$ cat config.mk
export PLATFORM = sky130hd
export DESIGN_NAME = pc_callstack
export DESIGN_NICKNAME = d
export VERILOG_FILES = /design/src/rtl/pc_callstack.sv
export SDC_FILE = /design/constraint.sdc
export NUM_CORES = 1
export LEC_CHECK = 0
export ABC_AREA = 1
export BUFFER_PORTS_ARGS = -buffer_cell sky130_fd_sc_hd__buf_2
export CORE_MARGIN = 8
export CORE_UTILIZATION = 50
export CTS_BUF_LIST = sky130_fd_sc_hd__clkbuf_4 sky130_fd_sc_hd__clkbuf_8 sky130_fd_sc_hd__clkbuf_16
export CTS_CLUSTER_DIAMETER = 150
export DETAILED_ROUTE_END_ITERATION = 16
export HOLD_SLACK_MARGIN = 0.03
export PLACE_DENSITY = 0.73
export SLEW_MARGIN = 10
export SYNTH_ARGS = -nofsm -noshare
export SYNTH_HDL_FRONTEND = slang
export SYNTH_SLANG_ARGS = --single-unit
$ cat constraint.sdc
create_clock -name clk -period 2.71 [get_ports clk]
set_clock_uncertainty 0.1 [all_clocks]
set_input_delay 0.1355 -clock clk [delete_from_list [all_inputs] [get_ports clk]]
set_output_delay 0.1355 -clock clk [all_outputs]
set_load 0.01 [all_outputs]
$ cat src/rtl/pc_callstack.sv
// ============================================================================
// Module   : pc_callstack
// Purpose  : Program counter with a bounded LIFO return-address stack and
//            sticky overflow/underflow flags.
// Revision : 1.0 - initial release
// ============================================================================
`default_nettype none

module pc_callstack #(
    parameter int             AW        = 8,
    parameter int             DEPTH     = 8,
    parameter logic [AW-1:0]  RESET_VEC = '0
) (
    input  logic                       clk,
    input  logic                       rst,
    input  logic                       inc,
    input  logic                       jmp,
    input  logic                       call,
    input  logic                       ret,
    input  logic                       stall,
    input  logic                       clr_err,
    input  logic [AW-1:0]              addr_in,
    output logic [AW-1:0]              pc_o,
    output logic [$clog2(DEPTH+1)-1:0] sp_o,
    output logic                       full,
    output logic                       empty,
    output logic                       ovf,
    output logic                       unf
);

    localparam int SPW = $clog2(DEPTH + 1);
    localparam int IW  = (DEPTH > 1) ? $clog2(DEPTH) : 1;

    localparam logic [SPW-1:0] c_sp_one  = SPW'(1);
    localparam logic [SPW-1:0] c_sp_full = SPW'(DEPTH);
    localparam logic [AW-1:0]  c_pc_one  = AW'(1);

    logic [AW-1:0]  r_pc;
    logic [SPW-1:0] r_sp;
    logic           r_ovf;
    logic           r_unf;
    logic [AW-1:0]  r_stack [DEPTH];

    logic [AW-1:0]  w_pc_next;
    logic [SPW-1:0] w_sp_next;
    logic           w_ovf_next;
    logic           w_unf_next;
    logic           w_push;
    logic           w_full;
    logic           w_empty;
    logic [SPW-1:0] w_sp_dec;
    logic [AW-1:0]  w_ret_addr;
    logic [IW-1:0]  w_push_idx;
    logic [IW-1:0]  w_top_idx;

    assign w_full     = (r_sp == c_sp_full);
    assign w_empty    = (r_sp == '0);
    assign w_sp_dec   = r_sp - c_sp_one;
    assign w_ret_addr = r_pc + c_pc_one;
    assign w_push_idx = r_sp[IW-1:0];
    assign w_top_idx  = w_sp_dec[IW-1:0];

    // Priority: stall > ret > call > jmp > inc. Error setting is evaluated
    // after clr_err so a same-cycle error leaves its flag set.
    always_comb begin
        w_pc_next  = r_pc;
        w_sp_next  = r_sp;
        w_ovf_next = r_ovf;
        w_unf_next = r_unf;
        w_push     = 1'b0;
        if (!stall) begin
            if (clr_err) begin
                w_ovf_next = 1'b0;
                w_unf_next = 1'b0;
            end
            if (ret) begin
                if (w_empty) begin
                    w_unf_next = 1'b1;
                end else begin
                    w_pc_next = r_stack[w_top_idx];
                    w_sp_next = w_sp_dec;
                end
            end else if (call) begin
                if (w_full) begin
                    w_ovf_next = 1'b1;
                end else begin
                    w_push    = 1'b1;
                    w_pc_next = addr_in;
                    w_sp_next = r_sp + c_sp_one;
                end
            end else if (jmp) begin
                w_pc_next = addr_in;
            end else if (inc) begin
                w_pc_next = r_pc + c_pc_one;
            end
        end
    end

    always_ff @(posedge clk or negedge rst) begin
        if (!rst) begin
            r_pc  <= RESET_VEC;
            r_sp  <= '0;
            r_ovf <= 1'b0;
            r_unf <= 1'b0;
        end else begin
            r_pc  <= w_pc_next;
            r_sp  <= w_sp_next;
            r_ovf <= w_ovf_next;
            r_unf <= w_unf_next;
        end
    end

    // Storage is not reset; entries at or above sp are never read.
    always_ff @(posedge clk) begin
        if (rst && w_push) begin
            r_stack[w_push_idx] <= w_ret_addr;
        end
    end

    assign pc_o  = r_pc;
    assign sp_o  = r_sp;
    assign full  = w_full;
    assign empty = w_empty;
    assign ovf   = r_ovf;
    assign unf   = r_unf;

endmodule

`default_nettype wire

---- Word-level counts from Yosys, hierarchy flattened ----
Memory sizes are Yosys's and may differ from the RTL's.
Cells that the tools add are included.
storage, ports and cells
  memories ................................ 1
  register bits after elaboration ......... 14
  RAM bits ................................ 64
  ROM bits ................................ 0
  latch bits .............................. 0
  word-level logic and storage cells ...... 42
memories
  name     words  bits a word  read ports  clocked after memory_dff  wr ports  line  RTL
  r_stack  8      8            1           0                         1         42    logic [AW-1:0] r_stack [DEPTH];
cells by class
  muxes and demuxes ....................... 23
  $add $sub $neg .......................... 3
  $mul .................................... 0
  magnitude comparators ................... 0
  bitwise logic cells ..................... 1
  eq/ne operators ......................... 4
  shift operators ......................... 0
  reductions and logical operators ........ 6
  divide/modulo/power cells ............... 0
operators by type and width
  kind                                                                 number
  8-bit 2-to-1 mux                                                     6
  4-bit 2-to-1 mux                                                     4
  1-bit 2-to-1 mux                                                     13
  8-bit by 1-bit adder with 8-bit output (second input constant)       1
  4-bit AND reduction                                                  2
  4-bit by 1-bit adder with 4-bit output (second input constant)       1
  4-bit equality test (second input constant)                          1
  4-bit zero test                                                      1
  2-bit inequality test (second input constant)                        2
  4-bit nonzero test                                                   1
  4-bit by 1-bit subtractor with 4-bit output (second input constant)  1
  3-bit inequality test (second input constant)                        1
  2-bit nonzero test                                                   1
  1-bit logical AND                                                    1
  1-bit NOT                                                            1

---- Logic depth before layout (Yosys ltp) ----
Gate-level depths: netlist (run 1).
  depth after elaboration ................. 8
  depth in mapped cells ................... 15
  mapped depth without buffers ............ 12

---- Worst setup path before layout (run 1) ----
OpenSTA, ideal clock, no wires.
  kind .................................... register to register
  start ................................... reg r_sp[0] (netlist: sp_o[0])
  end ..................................... mem r_stack[2][0] (enable)
  stages on the path, launching flop included .. 11
  required time ........................... 2.227 ns
  arrival time ............................ 2.179 ns
  setup slack ............................. 0.048 ns
  library setup time ...................... 0.383 ns
  cell sequence ........................... dfrtp_1 -> buf_6 -> inv_2 -> buf_6 -> buf_6 -> ha_1 -> nand3_1 -> inv_1 -> nor4_4 -> nand2_1 -> nor3_1
on the way
  cells in the longest elaborated chain, start to end .. 8
RTL lines
  item                                    line  RTL
  from (decl)                             39    logic [SPW-1:0] r_sp;
  from (signal assigned)                  107   r_sp <= w_sp_next;
  4-bit equality test                     56    assign w_full = (r_sp == c_sp_full);
  via full                                25    output logic full,
  1-bit 2-to-1 mux                        84    if (w_full) begin
  1-bit 2-to-1 mux                        83    end else if (call) begin
  1-bit 2-to-1 mux                        76    if (ret) begin
  1-bit 2-to-1 mux                        71    if (!stall) begin
  1-bit logical AND                       115   if (rst && w_push) begin
  1-bit 2-to-1 mux                        115
  1-bit 2-to-1 mux (implied by the code)  116   r_stack[w_push_idx] <= w_ret_addr;
  to (decl)                               42
The timed path passes the listed nets, and every way through them passes these cells.

---- Worst setup path after layout (run 1) ----
  start ................................... reg r_sp[1] (netlist: sp_o[1])
  end ..................................... mem r_stack[1][7] (enable)
on the way
  cells in the longest elaborated chain, start to end .. 8
RTL lines
  item                                    line
  4-bit equality test                     56
  1-bit 2-to-1 mux                        84
  1-bit 2-to-1 mux                        83
  1-bit 2-to-1 mux                        76
  1-bit 2-to-1 mux                        71
  1-bit logical AND                       115
  1-bit 2-to-1 mux                        115
  1-bit 2-to-1 mux (implied by the code)  116
Several ways; a longest one is shown, not always the timed one.

==> metrics.txt, run 1 <==
most frequent cells in the layout=nand2_1, edfxtp_1, nor2_1; Req. time, crit path=2660 ps; first-pass GRT wire length=14,400 um; Synth Area in Compound Gates=6.37%; Die ar.=10,600 um^2; final setup margin=322 ps; post-synth net total=422; largest net degree at the start of global routing=44; footprint of the multi-input gates=1180 um^2; # rows=31; Pre-Repair DR Iteration Count=5; postcts setup bufs=0; R2R Path Start=sp_o[1]; GRT Total Usage=18.3%; Max-Cap Viols=0; RSZ-0062 raised after global routing=no; routed via count=2,886; slew margin rel.=68.8%; HPWL after detailed placement=6250 um; number of synthesized register bits=between 70 and 80; number of global-route vias before repair=2,764; Crit Path Max Fanout=8; maximum VDD drop=roughly 1500 uV; die width=103 um; PwrDens=between 1000 and 1500 nW/um^2; Avg WL per Cell=between 15 and 20 um; Cells after DPL=531; type of origin of the critical path=register; adder and majority cell fraction of the synthesized area=0.996%; Setup crit end kind=register; Post-Synthesis Cells=between 400 and 500; critical path startpoint=sp_o[1]; Root Driver=clkbuf_8; Top Ports=32; hold crit path type=input port to register; synth warn=0; post-synthesis mux area share=0%; GPL Wtd Cong=0.869; WS Path Type=register to register; Clock H-tree levels=3; Port Buffers=31; Final Setup Violations=0; CTS Sinks=between 70 and 80; Final Hold Fails=0; slowest CP cell=dfrtp_1; Max Transition Viols Final=0; area growth from synthesis to layout=12.8%; Clock Latency Late Sink=340 ps; Setup WS pre-CTS=between 300 and 400 ps; sequential share of the synthesized area=60.3%; register area=2270 um^2; Layout Cells excl Fill=551; clock buffer count from CTS=9; DRT Wirelength=9130 um; largest cells by area after synthesis=edfxtp_1, nand2_1, dfrtp_1; design area=about 4300 um^2; minimum clock period=2390 ps; Synth Area in XOR/XNOR=less than 1%; initial antenna violation count=0; TritonCTS clock tree=built; Max Clock Freq=0.419 GHz; leading cell type in the layout, fill and taps excluded=nand2_1; antenna cell count=0; GRT overflow=0; largest family of logic cells by synthesized area=simple AND/OR/NAND/NOR gates; fin crit share=88.1%; placed cell areas=4020 um^2; Synth cell types=26; clk buf depth=2; synthesized area=between 3000 and 4000 um^2; leakage=between 1.5 and 2 nW; setup TNS=0 ps; Die Span Y=103 um; DRC Markers=0; share of layout cells above drive strength 1=15.7%; fin util=around three fifths; measured slew at the worst slew-check pin=around 470 ps; core region area=between 7000 and 8000 um^2; crit path cell chain=clkinv_1 > ha_1 > nand3_1 > inv_1 > nor4_4 > nand2_1 > nor3_1 > buf_4; clk slew on worst S/H paths=~80 ps; hold path startpoint=addr_in[5]; Avg Vias per Cell=5.24; drt first-iter violations=306; Yosys top cell area share=51.0%; Fill cells=658; Yosys top cell by area=edfxtp_1; antenna-violating nets left=0; CP peak stage delay=440 ps; Simple-Gate Fraction of Synth Area=23.0%; Nets=466; Initial Util=51.7%; outcome=complete, no violations; arrival time worst endpoint=2340 ps; Synth Area per Inst=9.35 um^2
## power by group
group | switching, W | internal, W | leakage (nW) | total [W]
logic | 0.00142 | 0.000598 | 1.03 | 0.00202
clock network | 0.000403 | 0.000416 | 0.0988 | 0.000818
registers | 0.000146 | 0.00160 | 0.749 | 0.00174
## registers in the layout (all words and copies together), names as in the netlist
signal,cells
unf,1
r_stack,64
ovf,1
pc_o,8
sp_o,4
## path summary, 6_finish.rpt
check | depth (start not counted) | slack, ps | end
min | 7 | 100 | pc_o[5]
max reg2reg | 8 | 320 | r_stack[1][7]
max | 8 | 320 | r_stack[1][7]
min in group asynchronous | 2 | 130 | ovf
min reg2reg | 2 | 460 | unf
max in group asynchronous | 2 | 2100 | sp_o[1]
## what timing repair did
| action | 4_1_cts | 5_1_grt |
|---|---|---|
| resized for setup | 0 | 0 |
| hold buffers | 4 | 0 |
| endpoints found under the hold margin | 16 | 0 |
## kinds of logic (layout without fill, tap and decap cells)
logic type / Yosys count / count (layout)
AND/OR/NAND/NOR: 208 / 208
flip-flops: 78 / 78
buffers and inverters: 67 / 116
AO/OA/AOI/OAI: 43 / 43
XOR/XNOR: 4 / 4
adder cells (fa/ha/maj): 3 / 3
## cell type report
class                   instances  share of cell area, %
clock buffers                  13                   4.06
clock inverters                 3                  0.412
inverters                      52                   4.59
multi-input cells             258                   27.7
flip-flops and latches         78                   53.4
well taps                      99                   2.91
repair buffers                 48                   6.88
## Yosys cell counts (all sizes together)
library cell and n:
xor2 4, clkinv 1, nand2 113, nor2 56
buf 15, nand3 28, ha 3, o211ai 3
nor4 1, a21oi 6, nor3 7, o31ai 1
edfxtp 64, nand4 3, inv 51, o21ai 33
dfrtp 14
## worst max-delay path, delay by kind of cell, from the launching register on
kind	cells	cell delay, ps
flip-flops	1	440
AND/OR/NAND/NOR	4	690
buffers and inverters	3	570
adder cells (fa/ha/maj)	1	300
## per-stage QoR
| stage | power, W | hold slack (ps) |
|---|---|---|
| 2_1_floorplan | 0.00314 | -260 |
| 3_3_place_gp | 0.00370 | -41.3 |
| 3_5_place_dp | 0.00376 | -27.8 |
| 4_1_cts | 0.00458 | 74.0 |
| 5_1_grt | 0.00487 | 142 |
| 6_report | 0.00458 | 102 |
## per-layer routing
layer / vias up / track usage [%] / wire (um)
li1: 1396 / - / -
met4: 0 / 8.57 / 235
met3: 16 / 3.92 / 648
met1: 1352 / 23.7 / 4000
met5: - / 0 / 0
met2: 122 / 28.8 / 4250
(Power assumes the default switching activity.)
==> run 2: changes to the inputs <==
CORE_UTILIZATION = 54   (was 50)
PLACE_DENSITY = 0.78   (was 0.73)
==> metrics.txt, run 2 (synthesized netlist as in run 1, its figures left out) <==
register area=2270 um^2 (unchanged); die width=99.6 um (was 103 um); most frequent cells in the layout=nand2_1, edfxtp_1, nor2_1 (unchanged); critical path startpoint=sp_o[1] (unchanged); Seq pwr share=37.1% (was 38.0%); Clock H-tree levels=3 (unchanged); Top reg by flops=r_stack (unchanged); share of layout cells above drive strength 1=16.1% (was 15.7%); final setup margin=303 ps (was 322 ps); Final Setup Violations=0 (unchanged); Port Buffers=31 (unchanged); Avg WL per Cell=16.3 um (was 16.6 um); max reg flops=64 (unchanged); TritonCTS clock tree=built (unchanged); Crit Path Max Fanout=8 (unchanged); clock buffer count from CTS=9 (unchanged); PwrDens=1080 nW/um^2 (about the same); Final Hold Fails=0 (unchanged); Req. time, crit path=2650 ps (was 2660 ps); antenna-violating nets left=0 (unchanged); leakage=1.90 nW (was 1.88 nW); drt first-iter violations=322 (was 306); first-pass GRT wire length=14,100 um (was 14,400 um); Layout Cells excl Fill=550 (was 551); fin crit share=88.8% (was 88.1%); DRT Wirelength=8960 um (was 9130 um); Pre-Repair DR Iteration Count=7 (was 5); Combinational Power Share=43.6% (was 44.1%); Die ar.=9910 um^2 (was 10,600 um^2); arrival time worst endpoint=2350 ps (was 2340 ps); minimum clock period=2410 ps (was 2390 ps); Nets=468 (was 466); outcome=complete, no violations (unchanged); R2R Path Start=sp_o[1] (unchanged); Clock Latency Late Sink=340 ps (about the same); Max Clock Freq=0.415 GHz (was 0.419 GHz); GPL Wtd Cong=0.875 (was 0.869); largest net degree at the start of global routing=44 (unchanged); antenna cell count=0 (unchanged); clk slew on worst S/H paths=70 ps (was 80 ps); type of origin of the critical path=register (unchanged); maximum VDD drop=1130 uV (was 1520 uV); Fill cells=542 (was 658); setup TNS=0 ps (unchanged); area growth from synthesis to layout=13.7% (was 12.8%); Psw=0.00192 W (was 0.00197 W); DRC Markers=0 (unchanged); Initial Util=55.5% (was 51.7%); measured slew at the worst slew-check pin=460 ps (was 468 ps); footprint of the multi-input gates=1180 um^2 (unchanged); slew margin rel.=69.3% (was 68.8%); Setup crit end kind=register (unchanged); CTS Sinks=78 (unchanged); clk buf depth=2 (unchanged); Die Span Y=99.6 um (was 103 um); Power Total=0.00465 W (was 0.00458 W); # rows=30 (was 31); number of global-route vias before repair=2,762 (was 2,764); core region area=6790 um^2 (was 7290 um^2); GRT overflow=0 (unchanged); routed via count=2,931 (was 2,886); initial antenna violation count=0 (unchanged); hold path startpoint=addr_in[1] (was addr_in[5]); Max-Cap Viols=0 (unchanged); hold crit path type=input port to register (unchanged); Max Transition Viols Final=0 (unchanged); GRT Total Usage=18.6% (was 18.3%); Avg Vias per Cell=5.33 (was 5.24); RSZ-0062 raised after global routing=no (unchanged); WS Path Type=register to register (unchanged); HPWL after detailed placement=6240 um (was 6250 um); Top Ports=32 (unchanged); Root Driver=clkbuf_8 (unchanged); Clock power frac=19.4% (was 17.9%); Cells after DPL=530 (was 531); Int Pwr=0.00272 W (was 0.00261 W); Sw Ratio=41.4% (was 43.0%); Setup WS pre-CTS=349 ps (was 368 ps); leading cell type in the layout, fill and taps excluded=nand2_1 (unchanged)
-- run 2: cell count changes in the layout (fill, tap and decap cells not counted), sizes merged --
cell,before,now
clkbuf,13,15
buf,44,46
clkinv,3,1
clkinvlp,1,0
bufinv,0,1
-- run 2: area by class of cell --
| cell class | instances | share of cell area [%] |
|---|---|---|
| tap | 96 | 2.80 |
| multi-input combinational | 258 | 27.5 |
| clock inverter | 1 | 0.701 |
| inverter | 52 | 4.55 |
| sequential | 78 | 53.0 |
| clock buffer | 15 | 4.23 |
| timing repair buffer | 50 | 7.18 |
-- run 2: through the flow --
| step | utilization (%) | cell area, um^2 | hold slack, ps |
|---|---|---|---|
| floorplan | - | 3770 | -260 |
| global placement | 59.4 | 4040 | 27.9 |
| detailed placement | 59.4 | 4040 | 25.8 |
| CTS | 63.1 | 4290 | 84.8 |
| global route | 63.1 | 4290 | 109 |
| finish | 63.1 | 4290 | 87.3 |
-- run 2: critical path: stages (launching register included) --
cell and delay, ps:
dfrtp_1 440, clkinv_1 250, ha_1 310, nand3_1 180
inv_1 110, nor4_4 180, nand2_1 160, nor3_1 160
buf_4 200
-- run 2: power groups by stage --
stage / registers, W / logic (W) / clock network [W]
after global placement: 0.00174 / 0.00193 / 0
after detailed placement: 0.00174 / 0.00198 / 0
final: 0.00172 / 0.00202 / 0.000901
after global routing: 0.00174 / 0.00224 / 0.000964
after floorplan: 0.00177 / 0.00136 / 0
after CTS: 0.00172 / 0.00201 / 0.000910
-- run 2: worst paths after layout --
path	endpoint	slack (ps)	cells after the start
worst max-delay path	r_stack[3][0]	300	8
worst min-delay path	pc_o[1]	90	5
worst max register to register	r_stack[3][0]	300	8
worst min register to register	unf	410	2
max in group asynchronous	unf	2120	3
min in group asynchronous	pc_o[4]	210	3
-- run 2: what timing repair did --
action / CTS / global route
hold buffers: 4 / 0
buffers inserted: 0 / 0
gates resized for setup: 0 / 0
hold endpoints to repair: 16 / 0
-- run 2: metal layers --
metal  track usage [%]  wire (um)  vias up
met5                 0          0        -
met4              9.43        276        0
met3              3.35        647       26
li1                  -          -     1396
met1              24.3       3850     1374
met2              28.8       4180      135
